<file path="config.mk">
export PLATFORM = sky130hd
export DESIGN_NAME = shift_dispatcher
export DESIGN_NICKNAME = d
export VERILOG_FILES = /design/src/rtl/shift_dispatcher.sv
export SDC_FILE = /design/constraint.sdc
export NUM_CORES = 1
export LEC_CHECK = 0
export CORE_MARGIN = 2
export CORE_UTILIZATION = 45
export CTS_BUF_LIST = sky130_fd_sc_hd__clkbuf_8
export CTS_CLUSTER_DIAMETER = 80
export DETAILED_ROUTE_END_ITERATION = 16
export GPL_ROUTABILITY_DRIVEN = 0
export PLACE_DENSITY = 0.72
export SETUP_SLACK_MARGIN = 0.2
export SLEW_MARGIN = 20
export SYNTH_ARGS = -nofsm -noshare
export SYNTH_HDL_FRONTEND = slang
export SYNTH_SLANG_ARGS = --single-unit
</file>
<file path="constraint.sdc">
create_clock -name i_clock -period 3.58 [get_ports i_clock]
set_clock_uncertainty 0.05 [all_clocks]
set_input_delay 0.716 -clock i_clock [delete_from_list [all_inputs] [get_ports i_clock]]
set_output_delay 0.716 -clock i_clock [all_outputs]
set_load 0.01 [all_outputs]
</file>
<file path="src/rtl/shift_dispatcher.sv">
// Command FIFO and launch sequencer in front of the iterative Shifter, with a valid/ready result slot.
// Optional feature macro: SHIFT_DISPATCH_FASTPATH_EN (large non-rotating shifts skip the Shifter).
module shift_dispatcher #(
    parameter int N     = 8,
    parameter int DEPTH = 4,
    localparam int C    = $clog2(DEPTH + 1)
) (
    input  logic         i_clock,
    input  logic         i_reset,
    input  logic         i_cmd_valid,
    output logic         o_cmd_ready,
    input  logic [N-1:0] i_cmd_value,
    input  logic [N-1:0] i_cmd_iterations,
    input  logic         i_cmd_direction,
    input  logic         i_cmd_rotate,
    output logic         o_result_valid,
    input  logic         i_result_ready,
    output logic [N-1:0] o_result_value,
    output logic [C-1:0] o_count,
    output logic         o_busy,
    output logic         o_shifter_start,
    output logic [N-1:0] o_shifter_value,
    output logic [N-1:0] o_shifter_iterations,
    output logic         o_shifter_direction,
    output logic         o_shifter_rotate,
    input  logic         i_shifter_finished,
    input  logic [N-1:0] i_shifter_value
);

    localparam int PW = (DEPTH > 1) ? $clog2(DEPTH) : 1;
    localparam int CW = 2 * N + 2;

    typedef enum logic [1:0] {
        S_IDLE   = 2'd0,
        S_LAUNCH = 2'd1,
        S_RUN    = 2'd2,
        S_DONE   = 2'd3
    } state_t;

    state_t        state, state_next;
    logic [CW-1:0] fifo_mem [DEPTH];
    logic [PW-1:0] wr_ptr, rd_ptr;
    logic [C-1:0]  count;
    logic [CW-1:0] head;
    logic [N-1:0]  head_value, head_iterations;
    logic          head_direction, head_rotate;
    logic          push, launch, capture, result_pop;
    logic [N-1:0]  capture_value;

    function automatic logic [PW-1:0] ptr_inc(input logic [PW-1:0] p);
        return (p == PW'(DEPTH - 1)) ? '0 : p + 1'b1;
    endfunction

    assign head            = fifo_mem[rd_ptr];
    assign head_value      = head[N-1:0];
    assign head_iterations = head[2*N-1:N];
    assign head_direction  = head[2*N];
    assign head_rotate     = head[2*N+1];

    assign o_cmd_ready     = (count != C'(DEPTH));
    assign o_count         = count;
    assign o_busy          = (state != S_IDLE);
    assign o_shifter_start = (state == S_LAUNCH);
    assign push            = i_cmd_valid && o_cmd_ready;
    assign result_pop      = o_result_valid && i_result_ready;

`ifdef SHIFT_DISPATCH_FASTPATH_EN
    logic head_fast;
    // A plain shift by N or more always yields zero, so the Shifter is not needed.
    assign head_fast = !head_rotate && ({1'b0, head_iterations} >= (N + 1)'(N));
`endif

    always_ff @(posedge i_clock) begin
        if (push) begin
            fifo_mem[wr_ptr] <= {i_cmd_rotate, i_cmd_direction, i_cmd_iterations, i_cmd_value};
        end
    end

    always_ff @(posedge i_clock or posedge i_reset) begin
        if (i_reset) begin
            wr_ptr <= '0;
            rd_ptr <= '0;
            count  <= '0;
        end else begin
            if (push) begin
                wr_ptr <= ptr_inc(wr_ptr);
            end
            if (launch) begin
                rd_ptr <= ptr_inc(rd_ptr);
            end
            if (push && !launch) begin
                count <= count + 1'b1;
            end else if (!push && launch) begin
                count <= count - 1'b1;
            end
        end
    end

    always_ff @(posedge i_clock or posedge i_reset) begin
        if (i_reset) begin
            state <= S_IDLE;
        end else begin
            state <= state_next;
        end
    end

    always_comb begin
        state_next    = state;
        launch        = 1'b0;
        capture       = 1'b0;
        capture_value = i_shifter_value;
        case (state)
            S_IDLE: begin
                // Single result slot: launch only when it is empty or draining this edge.
                if ((count != '0) && (!o_result_valid || result_pop)) begin
                    launch = 1'b1;
`ifdef SHIFT_DISPATCH_FASTPATH_EN
                    state_next = head_fast ? S_DONE : S_LAUNCH;
`else
                    state_next = S_LAUNCH;
`endif
                end
            end
            S_LAUNCH: begin
                if (i_shifter_finished) begin
                    capture    = 1'b1;
                    state_next = S_IDLE;
                end else begin
                    state_next = S_RUN;
                end
            end
            S_RUN: begin
                if (i_shifter_finished) begin
                    capture    = 1'b1;
                    state_next = S_IDLE;
                end
            end
`ifdef SHIFT_DISPATCH_FASTPATH_EN
            S_DONE: begin
                capture       = 1'b1;
                capture_value = '0;
                state_next    = S_IDLE;
            end
`endif
            default: begin
                state_next = S_IDLE;
            end
        endcase
    end

    always_ff @(posedge i_clock or posedge i_reset) begin
        if (i_reset) begin
            o_shifter_value      <= '0;
            o_shifter_iterations <= '0;
            o_shifter_direction  <= 1'b0;
            o_shifter_rotate     <= 1'b0;
        end else if (launch) begin
            o_shifter_value      <= head_value;
            o_shifter_iterations <= head_iterations;
            o_shifter_direction  <= head_direction;
            o_shifter_rotate     <= head_rotate;
        end
    end

    always_ff @(posedge i_clock or posedge i_reset) begin
        if (i_reset) begin
            o_result_valid <= 1'b0;
            o_result_value <= '0;
        end else if (capture) begin
            o_result_valid <= 1'b1;
            o_result_value <= capture_value;
        end else if (result_pop) begin
            o_result_valid <= 1'b0;
        end
    end

endmodule

</file>
==> metrics <==
Static Leak=1.89 nW; Cells after Synth=208; Vias/cell=5.19; crit share post-route=68.8%; vias=2,076; yosys warns=0; Detail Route Antenna Nets=0; WHS Endpoint=o_shifter_value[3]; r2r setup slk=1.46 ns; Total Wirelength=7.11 mm; drc violations=0; initial antenna violation count=0; commonest non-fill, non-tap cells in the layout=edfxtp_1, clkdlybuf4s50_1, dfrtp_1, mux2_2, mux4_2; Seq cells post-synth=108; Initial Util=46.0%; R2R Path Start=o_count[1]; slew margin rel.=41.4%; met3 Usage GRT=4.02%; FP Rows=35; CTS Sinks=108; GRT met2 Usage=25.0%; max frequency=0.406 GHz; register area share after synthesis=72.8%; Die X=101 um; worst skew pair latency=0.36 ns; WP data required=2.81 ns; Worst R2R End=o_count[2]; Setup Fix Bufs, Post-CTS=0; GRT Total Usage=15.3%; Power Dens Cells=832 nW/um^2; crit path time final=2.46 ns; # port buffers=63; root buf cell=clkbuf_8; Final Util=56.7%; Die ar.=10,100 sq um; Max Slew Vio Count=0; # H-tree levels=3; Bufs and invs on worst path=3; post_cts resized=0; final net count=325; Critical-path top delay cell=clkdlybuf4s50_1; commonest non-fill, non-tap cell in the layout=edfxtp_1; CP arrival=1.70 ns; vias in the first global route=2,193; Synth Flop Type=edfxtp_1; DR iter-0 viols=74; Inserted Clock Buffers=9; Bufs on Longest Clock Path=2; Crit Path Max Fanout=4; critical path launch point=state[1]; Core Footprint=9150 sq um; number of distinct library cells after synthesis=24; CP cell instances=inv_1, ha_1, inv_1, clkdlybuf4s50_1; MaxCap Viol Count=0; Syn Area/Cell=20.2 sq um; PnR Total Power=4.31 mW; startpoint type of the worst setup path=flop; detailed placer's ending HPWL=4.53 mm; Filler cells=724; GR peak layer=met2; number of top-level pins=64; Hold Vio Cnt, Final=0; first-pass GRT wire length=11.4 mm; Critical Path End Type=output port; EDFF count, synth=72; Reg2Reg Depth=8; crit-path leading delay family=buffers and inverters; share of layout cells above drive strength 1=26.0%; CTS tree=yes; die height=101 um; most used cell, CP=inv_1; Final setup viols=0; post-DR wirelength/cell=17.8 um; Mapped Nets=249; Post-synth ARST share=33.3%; Area Growth Syn to Fin=23.2%; status=finished clean; mapped cell area=4210 sq um; worst vdd ir=0.345 mV; grt ovf=0; grt met1 use=20.2%; critical path type=reg2out; cts hold-fix bufs=0; setup_tns=0 ns; Hold Path Class=reg2reg; largest net degree at the start of global routing=37; RSZ-0062 raised after global routing=false; worst-margin pin slew=0.879 ns; n_diodes=0; clk slew on worst S/H paths=0.09 ns; Worst path max stage delay=0.53 ns; worst hold stages=1; DRT Pass-1 Iters=4; hold path startpoint=o_shifter_value[3]
sequential cells by signal, summed over array words and instances (netlist names), 2 cells and up:
register,flops
o_result_value,8
o_shifter_value,8
state,2
rd_ptr,2
wr_ptr,2
o_count,3
fifo_mem,72
o_shifter_iterations,8
per-layer routing:
| metal | routed length, um | up-vias |
|---|---|---|
| met5 | 0 | - |
| met4 | 61 | 0 |
| met3 | 287 | 6 |
| met2 | 3550 | 55 |
| met1 | 3210 | 1066 |
| li1 | - | 949 |
where the power goes:
group	switching [mW]	internal, mW	total (mW)
Clock	0.397	0.344	0.741
Sequential	0.208	1.73	1.94
Combinational	0.663	0.968	1.63
Total	1.27	3.04	4.31
Yosys cell counts, types with 2 or more instances:
cell      count  area [sq um]
and2_1        4          25.0
buf_2         2          10.0
buf_6         4          45.0
dfrtp_1      36           901
edfxtp_1     72          2160
ha_1          9           113
inv_1         7          26.3
mux2_2       31           349
mux4_2       18           405
nand2_1       4          15.0
nor2_1        4          15.0
nor2b_1       2          12.5
nor3_1        2          10.0
o211ai_1      2          15.0
xor2_1        2          17.5
worst max path at each step:
| stage | endpoint | cells after the start | slack [ns] |
|---|---|---|---|
| CTS | o_busy | 4 | 1.10 |
| global placement | o_count[2] | 9 | 0.95 |
| finish | o_busy | 4 | 1.12 |
| detailed placement | o_count[2] | 9 | 0.92 |
| global route | o_busy | 4 | 1.01 |
| floorplan | o_count[2] | 9 | 1.33 |
per-stage QoR:
step           hold slack (ns)  setup WS, ns  instances  cell area (sq um)
5_1_grt                  0.487          1.01        400               5180
3_5_place_dp             0.443         0.916        384               4980
4_1_cts                  0.465          1.10        400               5180
6_report                 0.460          1.12        400               5180
3_3_place_gp             0.438         0.946        384               4980
2_1_floorplan            0.439          1.33        208               4210
cell families after synthesis:
kind of cell	synth area share [%]
compound gates	0.862
xor+xnor	0.625
fa+ha+maj	3.15
buf+inv	1.93
flops	72.8
mux	17.9
simple gates	2.71
final cells by class:
type | count | area, sq um | share of cell area [%]
multi-input combinational | 87 | 1060 | 20.5
timing repair buffer | 71 | 691 | 13.3
sequential | 108 | 3060 | 59.1
inverter | 7 | 26.3 | 0.507
clock buffer | 10 | 138 | 2.65
clock inverter | 6 | 65.1 | 1.25
tap | 111 | 139 | 2.68
No activity file was read; power rests on OpenSTA's default activity.
